===== src/rtl/phy_stim_pkg.sv =====
// rtl/phy_stim_pkg.sv - shared encodings and defaults for the PHY lane stimulus generator
package phy_stim_pkg;

  // Burst pattern selection; the unused encoding 2'd3 behaves as constant
  localparam logic [1:0] MODE_CONST = 2'd0;
  localparam logic [1:0] MODE_INCR  = 2'd1;
  localparam logic [1:0] MODE_LFSR  = 2'd2;

  // Burst sequencer states
  typedef enum logic [1:0] {
    ST_IDLE,
    ST_ARM,
    ST_RUN,
    ST_DONE
  } stim_state_t;

  // Galois tap mask for an 8-bit maximal-length sequence
  localparam logic [7:0] DEF_LFSR_TAPS = 8'hB8;

endpackage


===== src/rtl/phy_lane_word_gen.sv =====
// rtl/phy_lane_word_gen.sv - one lane word register with per-mode next-value logic
module phy_lane_word_gen
  import phy_stim_pkg::*;
#(
  parameter int              WIDTH     = 8,
  parameter int              LANES     = 4,
  parameter int              LANE_IDX  = 0,
  parameter logic [WIDTH-1:0] LFSR_TAPS = WIDTH'(DEF_LFSR_TAPS)
) (
  input  logic             clk32f,
  input  logic             rst,
  input  logic             load,
  input  logic             step,
  input  logic             clear,
  input  logic [1:0]       mode,
  input  logic [WIDTH-1:0] seed,
  output logic [WIDTH-1:0] word
);

  // Lane offset keeps lanes distinct; stride makes INCR a byte-striped stream
  localparam logic [WIDTH-1:0] LANE_OFF    = WIDTH'(LANE_IDX);
  localparam logic [WIDTH-1:0] LANE_STRIDE = WIDTH'(LANES);
  localparam logic [WIDTH-1:0] ONE         = WIDTH'(1);

  logic [WIDTH-1:0] start_val;
  logic [WIDTH-1:0] first_val;
  logic [WIDTH-1:0] step_val;

  // Word 0 and the successor of the current word for the latched mode
  always_comb begin
    start_val = seed + LANE_OFF;
    first_val = start_val;
    // An all-zero LFSR state would lock up, so it is nudged to 1
    if (mode == MODE_LFSR && start_val == '0) begin
      first_val = ONE;
    end
    case (mode)
      MODE_CONST: step_val = start_val;
      MODE_INCR:  step_val = word + LANE_STRIDE;
      MODE_LFSR:  step_val = (word >> 1) ^ (word[0] ? LFSR_TAPS : '0);
      default:    step_val = start_val;
    endcase
  end

  // Lane word register: clear wins over load, load wins over step
  always_ff @(posedge clk32f or posedge rst) begin
    if (rst) begin
      word <= '0;
    end else if (clear) begin
      word <= '0;
    end else if (load) begin
      word <= first_val;
    end else if (step) begin
      word <= step_val;
    end
  end

endmodule


===== src/rtl/phy_stim_gen.sv =====
// rtl/phy_stim_gen.sv - divided-strobe lane traffic generator with start/busy/done handshake
module phy_stim_gen
  import phy_stim_pkg::*;
#(
  parameter int               LANES     = 4,
  parameter int               WIDTH     = 8,
  parameter int               DIV_LOG2  = 5,
  parameter logic [WIDTH-1:0] LFSR_TAPS = WIDTH'(DEF_LFSR_TAPS)
) (
  input  logic                   clk32f,
  input  logic                   rst,
  input  logic                   start,
  input  logic [1:0]             mode,
  input  logic [LANES-1:0]       lane_en,
  input  logic [WIDTH-1:0]       seed,
  input  logic [15:0]            burst_len,
  output logic [DIV_LOG2:0]      tick,
  output logic [LANES*WIDTH-1:0] data_out,
  output logic [LANES-1:0]       valid_out,
  output logic                   busy,
  output logic                   done
);

  stim_state_t          state;
  logic [DIV_LOG2-1:0]  div_cnt;
  logic                 wstb;
  logic [1:0]           lat_mode;
  logic [LANES-1:0]     lat_en;
  logic [WIDTH-1:0]     lat_seed;
  logic [15:0]          lat_len;
  logic [15:0]          wcnt;
  logic                 last_word;
  logic                 lane_load;
  logic                 lane_step;
  logic                 lane_clear;

  // Free-running divider replacing the old ripple-divided clocks
  always_ff @(posedge clk32f or posedge rst) begin
    if (rst) begin
      div_cnt <= '0;
    end else begin
      div_cnt <= div_cnt + DIV_LOG2'(1);
    end
  end

  // tick[k] fires when the low k divider bits are all ones (every 2^k cycles)
  assign tick[0] = 1'b1;
  for (genvar k = 1; k <= DIV_LOG2; k++) begin : g_tick
    assign tick[k] = &div_cnt[k-1:0];
  end

  assign wstb = tick[DIV_LOG2];

  // Lane controls derived from the sequencer position at each word strobe
  always_comb begin
    last_word  = (wcnt == lat_len);
    lane_load  = (state == ST_ARM) && wstb;
    lane_step  = (state == ST_RUN) && wstb && !last_word;
    lane_clear = (state == ST_RUN) && wstb && last_word;
  end

  // Burst sequencer; inputs are captured once so mid-burst changes have no effect
  always_ff @(posedge clk32f or posedge rst) begin
    if (rst) begin
      state     <= ST_IDLE;
      lat_mode  <= MODE_CONST;
      lat_en    <= '0;
      lat_seed  <= '0;
      lat_len   <= '0;
      wcnt      <= '0;
      valid_out <= '0;
      busy      <= 1'b0;
      done      <= 1'b0;
    end else begin
      done <= 1'b0;
      case (state)
        ST_IDLE: begin
          if (start) begin
            lat_mode <= mode;
            lat_en   <= lane_en;
            lat_seed <= seed;
            lat_len  <= burst_len;
            busy     <= 1'b1;
            state    <= (burst_len == 16'd0) ? ST_DONE : ST_ARM;
          end
        end
        ST_ARM: begin
          // Align the first word to the divider so every word gets a full period
          if (wstb) begin
            valid_out <= lat_en;
            wcnt      <= 16'd1;
            state     <= ST_RUN;
          end
        end
        ST_RUN: begin
          if (wstb) begin
            if (last_word) begin
              valid_out <= '0;
              state     <= ST_DONE;
            end else begin
              // wcnt stops at lat_len, so it cannot wrap even for 65535
              wcnt <= wcnt + 16'd1;
            end
          end
        end
        ST_DONE: begin
          // done lands one cycle after valid drops, as busy is released
          done  <= 1'b1;
          busy  <= 1'b0;
          wcnt  <= '0;
          state <= ST_IDLE;
        end
        default: begin
          state <= ST_IDLE;
        end
      endcase
    end
  end

  // One word register per lane, all stepped together on the word strobe
  for (genvar i = 0; i < LANES; i++) begin : g_lane
    phy_lane_word_gen #(
      .WIDTH     (WIDTH),
      .LANES     (LANES),
      .LANE_IDX  (i),
      .LFSR_TAPS (LFSR_TAPS)
    ) u_lane (
      .clk32f (clk32f),
      .rst    (rst),
      .load   (lane_load),
      .step   (lane_step),
      .clear  (lane_clear),
      .mode   (lat_mode),
      .seed   (lat_seed),
      .word   (data_out[i*WIDTH +: WIDTH])
    );
  end

endmodule


===== config.mk =====
export PLATFORM = sky130hd
export DESIGN_NAME = phy_stim_gen
export DESIGN_NICKNAME = d
export VERILOG_FILES = /design/src/rtl/phy_stim_pkg.sv /design/src/rtl/phy_lane_word_gen.sv /design/src/rtl/phy_stim_gen.sv
export SDC_FILE = /design/constraint.sdc
export NUM_CORES = 1
export LEC_CHECK = 0
export ABC_CLOCK_PERIOD_IN_PS = 3550
export BUFFER_PORTS_ARGS = -buffer_cell sky130_fd_sc_hd__buf_2
export CORE_MARGIN = 2
export CORE_UTILIZATION = 55
export DETAILED_ROUTE_END_ITERATION = 10
export GPL_TIMING_DRIVEN = 1
export HOLD_SLACK_MARGIN = 0.02
export MAX_ROUTING_LAYER = met4
export PLACE_DENSITY = 0.84
export REMOVE_ABC_BUFFERS = 1
export SYNTH_ARGS = -nofsm -noshare
export SYNTH_HDL_FRONTEND = slang
export SYNTH_SLANG_ARGS = --single-unit

===== constraint.sdc =====
create_clock -name clk32f -period 3.55 [get_ports clk32f]
set_clock_uncertainty 0.15 [all_clocks]
set_input_delay 0.1775 -clock clk32f [delete_from_list [all_inputs] [get_ports clk32f]]
set_output_delay 0.1775 -clock clk32f [all_outputs]
set_load 0.1 [all_outputs]

After elaboration in Yosys (flattened, before gate mapping)
Cells that the tools add are included.

Bits in registers: 91. Bits of input ports: 33. Output and inout bits: 44. Word-level logic and storage cells: 107.

$add $sub $neg: 9. Eq/ne operators: 11. Mux-type cells: 41. Bitwise gates (word level): 4. Reductions and logical operators: 28.

Operators with widths (count): 8-bit 2-to-1 mux (20); 8-bit one-hot mux with 2 select lines (4); 16-bit 2-to-1 mux (3); 16-bit one-hot mux with 3 select lines (1); 8-bit by 3-bit adder with 8-bit output, second input constant (4); 8-bit zero test (4); 7-bit by 8-bit XOR with 8-bit output (4); 16-bit by 1-bit adder with 16-bit output, second input constant (1); 8-bit by 2-bit adder with 8-bit output, second input constant (2); 16-bit equality test (1); 16-bit zero test (1); 4-bit AND reduction (4); 4-bit 2-to-1 mux (3); 2-bit 2-to-1 mux (5); 2-bit != test, second input constant (5); 8-bit by 1-bit adder with 8-bit output, second input constant (1); 1-bit logical AND (8); 2-bit one-hot mux with 4 select lines (1); 4-bit one-hot mux with 2 select lines (1); 2-bit equality test, second input constant (3); 2-bit AND reduction (3); 3-bit nonzero test (2); 5-bit by 1-bit adder with 5-bit output, second input constant (1); 5-bit AND reduction (1); other kinds (7) (10).

Logic depth before layout (Yosys ltp)
Depth after elaboration: 6. Depth in mapped cells: 10. Gate-level depth less buffers: 9.

By module
From an unflattened synthesis, not the netlist that was laid out.

Cell total of the unflattened synthesis: 670. Area total of the unflattened synthesis: 6233.5 um2.

Modules (own cells, without submodules): phy_stim_gen (times used 1, cells each 278, area an instance 3084.2 um2, seq. area each 1476.4 um2); phy_lane_word_gen (g_lane[3].u_lane) (times used 1, cells each 114, area an instance 883.3 um2, seq. area each 200.2 um2); phy_lane_word_gen (g_lane[1].u_lane) (times used 1, cells each 99, area an instance 807.0 um2, seq. area each 200.2 um2); phy_lane_word_gen (g_lane[2].u_lane) (times used 1, cells each 95, area an instance 768.2 um2, seq. area each 200.2 um2); phy_lane_word_gen (g_lane[0].u_lane) (times used 1, cells each 84, area an instance 690.7 um2, seq. area each 200.2 um2).

Worst setup path before layout
Ideal clock, no wire load.

Kind: register to register. From: register div_cnt[0]. To: register g_lane[1].u_lane.word[2]. Setup time: 0.110 ns. Arrival time: 3.650 ns. Data required time: 3.290 ns. Setup slack: -0.360 ns. Stages on the path, launching flop included: 10. Buffers on the path: 2. Period minus slack after synthesis: 3.910 ns. Path through: dfrtp_1 ha_1 and3_1 ha_1 buf_2 nand2_1 nand2_1 clkbuf_1 a221oi_1 o41ai_1.

Word-level cells in the longest chain between the ends: 4. Elaborated cells between the ends (all ways): 8. Classes of those cells: mux (2); reduce/logical (6).

RTL lines: from (decl) (RTL line phy_stim_gen.sv:25) `logic [DIV_LOG2-1:0] div_cnt;`; from (signal assigned) (RTL line phy_stim_gen.sv:42) `div_cnt <= div_cnt + DIV_LOG2'(1);`; 5-bit AND reduction * (RTL line phy_stim_gen.sv:49) `assign tick[k] = &div_cnt[k-1:0];`; net wstb (RTL line phy_stim_gen.sv:26) `logic wstb;`; 1-bit logical AND, on equally long branches (RTL line phy_stim_gen.sv:57, phy_stim_gen.sv:58, phy_stim_gen.sv:59); 8-bit 2-to-1 mux, or another cell as far along (RTL line phy_lane_word_gen.sv:51) `end else if (load) begin`; 8-bit 2-to-1 mux / 3-bit nonzero test (equally long branches); to (signal assigned) (RTL line phy_lane_word_gen.sv:52) `word <= first_val;`; to (signal assigned) (RTL line phy_lane_word_gen.sv:54) `word <= step_val;`; to (decl) (RTL line phy_lane_word_gen.sv:17) `output logic [WIDTH-1:0] word`.

Mark *: on every way through the listed nets, which the timed path passes. The rest lies on a longest branch. A chain may end at the register's enable or synchronous reset.

Worst setup path after layout
From: register div_cnt[0]. To: register g_lane[2].u_lane.word[2].

Word-level cells in the longest chain between the ends: 4. Elaborated cells between the ends (all ways): 8. Classes of those cells: mux (2); reduce/logical (6).

RTL lines (RTL line): 5-bit AND reduction * (phy_stim_gen.sv:49); 1-bit logical AND, on equally long branches (phy_stim_gen.sv:57, phy_stim_gen.sv:58, phy_stim_gen.sv:59); 8-bit 2-to-1 mux, or another cell as far along (phy_lane_word_gen.sv:51); 8-bit 2-to-1 mux / 3-bit nonzero test (equally long branches); to (signal assigned) (phy_lane_word_gen.sv:52); to (signal assigned) (phy_lane_word_gen.sv:54); to (decl) (phy_lane_word_gen.sv:17).

Mark *: on every way between the ends. The rest lies on a longest branch, timed or not.

==> impl_metrics.json <==
{
  "synthToLayoutAreaGrowth_pct": 18.0,
  "hold_class": "primary input to register",
  "crit_slowest_cell": "dfrtp_1",
  "antenna_cells": 0,
  "rsz0062_at_grt": "false",
  "clock_sink_count": 91,
  "viasPerCell": 6.11,
  "period_minus_slack_ps": 2930,
  "dpl.hpwl_um": 9940,
  "max_slew_margin": 0.480,
  "rrSetupSlack_ps": 620,
  "cellPowerDensity_nw_per_um2": 680,
  "place_congestion": 0.984,
  "drt_pass1_iterations": 5,
  "synth_area_leaders": "dfrtp_1 (41%), xor2_1 (7.8%), mux2_2 (6.4%)",
  "setup_viol": 0,
  "synth_top_area_cell": "dfrtp_1",
  "path_class": "register to register",
  "grt_max_degree": 39,
  "ys_async_sr_fraction": 1.00,
  "critPathLaunchType": "register",
  "path_cells": "ha_1 -> and3_1 -> ha_1 -> nand2_1 -> nand2_1 -> buf_4 -> a221oi_1 -> a211oi_1 -> a22o_1",
  "grt_pass1_vias": 4927,
  "power.leakage_uw": 0.00311,
  "netlist_instances": 553,
  "start_util": 0.564,
  "synth_seq_area_share": 0.415,
  "worstSetupStartpoint": "div_cnt[0]",
  "cts_resized": 0,
  "wl_per_cell_um": 18.4,
  "ys_ff_latch": 91,
  "yosys_warnings": 0,
  "port_buffers": 75,
  "synth_edf_count": 0,
  "synthDistinctLibCells": 53,
  "fp-row-count": 36,
  "critPathMaxStageDelay_ps": 420,
  "worstRegToRegCells": 9,
  "io_pins": 77,
  "endpoint_kind": "register",
  "clk_path_buf_depth": 2,
  "r2r-end": "g_lane[2].u_lane.word[2]",
  "status": "finished clean",
  "die_area_sq_um": 10800,
  "slew_viol_final": 0,
  "placed_area_sq_um": 5970,
  "clk_latency_ps": 370,
  "arrival_ps": 3040,
  "crit_end": "g_lane[2].u_lane.word[2]",
  "drive_above_1_share": 0.217,
  "nets": 701,
  "timing.fmax_ghz": 0.342,
  "placed_cells": 737,
  "gr-usage-all-layers": 0.282,
  "via_count": 4792,
  "crit_fanout": 19,
  "peakVddDrop_uv": 715,
  "die_h_um": 104,
  "hold_viol": 0,
  "cts_made_buffers": 9,
  "cts_tree": "built",
  "fin_crit_sh": 0.824,
  "hold_ws_ps": 167,
  "synth_top_area_frac": 0.415,
  "cts_root_buffer": "clkbuf_8",
  "drc": 0,
  "die_x_um": 104,
  "drv_cap": 0,
  "r2r_start": "div_cnt[0]",
  "grt_pass1_wl_um": 24200,
  "synth_top_flop_cell": "dfrtp_1",
  "final_cell_area_sq_um": 6480,
  "tightest_slew_ps": 781,
  "syn_area_sq_um": 5490,
  "htree_levels": 3,
  "path_clk_slew_ps": 100,
  "drt_iter0_drc": 383,
  "syn-mean-instance-area_sq_um": 9.93,
  "grt_overflow": 0,
  "antenna_found_initial": 0,
  "antenna_left": 0,
  "finalNonFillerCells": 784,
  "core-area_sq_um": 9730,
  "finalWirelength_um": 14500,
  "cp_data_required_time_ps": 3670
}
## Yosys cell counts (2+ instances only)
| library cell | instances |
|---|---|
| a41oi_1 | 3 |
| a22oi_1 | 3 |
| buf_1 | 2 |
| a31oi_1 | 2 |
| o31ai_1 | 3 |
| nand4_1 | 9 |
| buf_2 | 14 |
| inv_1 | 19 |
| xor2_1 | 49 |
| or3_1 | 4 |
| clkbuf_1 | 18 |
| nor4_1 | 12 |
| a221oi_1 | 23 |
| dfrtp_1 | 91 |
| ha_1 | 22 |
| a22o_1 | 15 |
| nand2_1 | 36 |
| a211oi_1 | 2 |
| mux2_1 | 2 |
| a32o_1 | 7 |
| nand3_1 | 19 |
| o21ai_0 | 17 |
| xnor2_1 | 24 |
| nand2b_1 | 2 |
| o211ai_1 | 8 |
| a21oi_1 | 15 |
| nor3_1 | 6 |
| mux2_2 | 31 |
| o41ai_1 | 12 |
| o21ai_1 | 2 |
| nor2_1 | 47 |
| buf_4 | 4 |
| o2111ai_1 | 2 |
| and3_1 | 8 |
| mux2i_1 | 2 |
## worst min path at each step
stage	cells after the start	slack, ps	start	end
2_1_floorplan	1	180	lane_en[0]	lat_en[0]
3_3_place_gp	2	140	rst	div_cnt[0]
3_5_place_dp	2	160	rst	div_cnt[0]
4_1_cts	5	100	start	busy
5_1_grt	5	210	start	busy
6_report	5	170	start	busy
## layer usage
metal | vias up | part of all wire | track usage
li1 | 2204 | - | -
met1 | 2336 | 0.42 | 0.356
met2 | 226 | 0.50 | 0.462
met3 | 26 | 0.067 | 0.0489
met4 | 0 | 0.020 | 0.0975
met5 | - | 0 | -
## logic make-up after synthesis
| logic type | share of synthesized area |
|---|---|
| mux | 0.0713 |
| fa+ha+maj | 0.0501 |
| xor+xnor | 0.116 |
| compound gates | 0.172 |
| simple gates | 0.129 |
| buf+inv | 0.0456 |
| flops | 0.415 |
| other cells | 0.000683 |
## cell type report
| type | count | area [sq um] |
|---|---|---|
| Clock buffer | 10 | 138 |
| Clock inverter | 6 | 65.1 |
| Fill cell | 749 | 3250 |
| Inverter | 20 | 76.3 |
| Multi-Input combinational cell | 404 | 2970 |
| Sequential cell | 91 | 2280 |
| Tap cell | 133 | 166 |
| Timing Repair Buffer | 120 | 791 |
## stage by stage
step	total power, uW	utilization	setup WS [ps]	setup TNS (ps)
after global placement	3500	0.613	820	0
after floorplan	3010	-	-2520	-110190
after global routing	4680	0.666	443	0
after CTS	4340	0.666	653	0
after detailed placement	3600	0.613	692	0
final	4410	0.666	625	0
## power by group
| part | switching (uW) | internal [uW] | total, uW |
|---|---|---|---|
| combinational | 1280 | 834 | 2110 |
| sequential | 331 | 1250 | 1580 |
| clock | 425 | 296 | 721 |
## cells in the final DEF (no fill, tap or decap), types with 3 or more instances in the layout
master,instances
a22oi_1,3
xnor2_1,24
buf_4,14
dlygate4sd3_1,31
o211ai_1,8
nand2_1,36
a221oi_1,23
inv_1,18
or3_1,4
a21oi_1,15
and3_1,8
a41oi_1,3
nand4_1,9
o41ai_1,12
nor4_1,12
a22o_1,15
o31ai_1,3
buf_2,75
nor2_1,47
a32o_1,7
xor2_1,49
ha_1,22
nor3_1,6
dfrtp_1,91
o21ai_0,17
nand3_1,19
clkbuf_8,10
mux2_2,31
## registers in the layout, summed over array words and instances (netlist names)
register            flops
lat_mode                2
lat_en                  4
wcnt                   16
div_cnt                 5
done                    1
lat_len                16
busy                    1
state                   2
valid_out               4
lat_seed                8
g_lane.u_lane.word     32
## what timing repair did
item | in CTS | in global routing
hold endpoints to repair | 66 | 0
setup buffers | 0 | 0
hold buffers | 31 | 0
## critical path: cells and delay by family (launching register included)
kind | cells | cell delay [ps]
fa+ha+maj | 2 | 550
flops | 1 | 420
compound gates | 3 | 600
simple gates | 3 | 730
buf+inv | 1 | 370
Power figures use the tool's default switching activity.
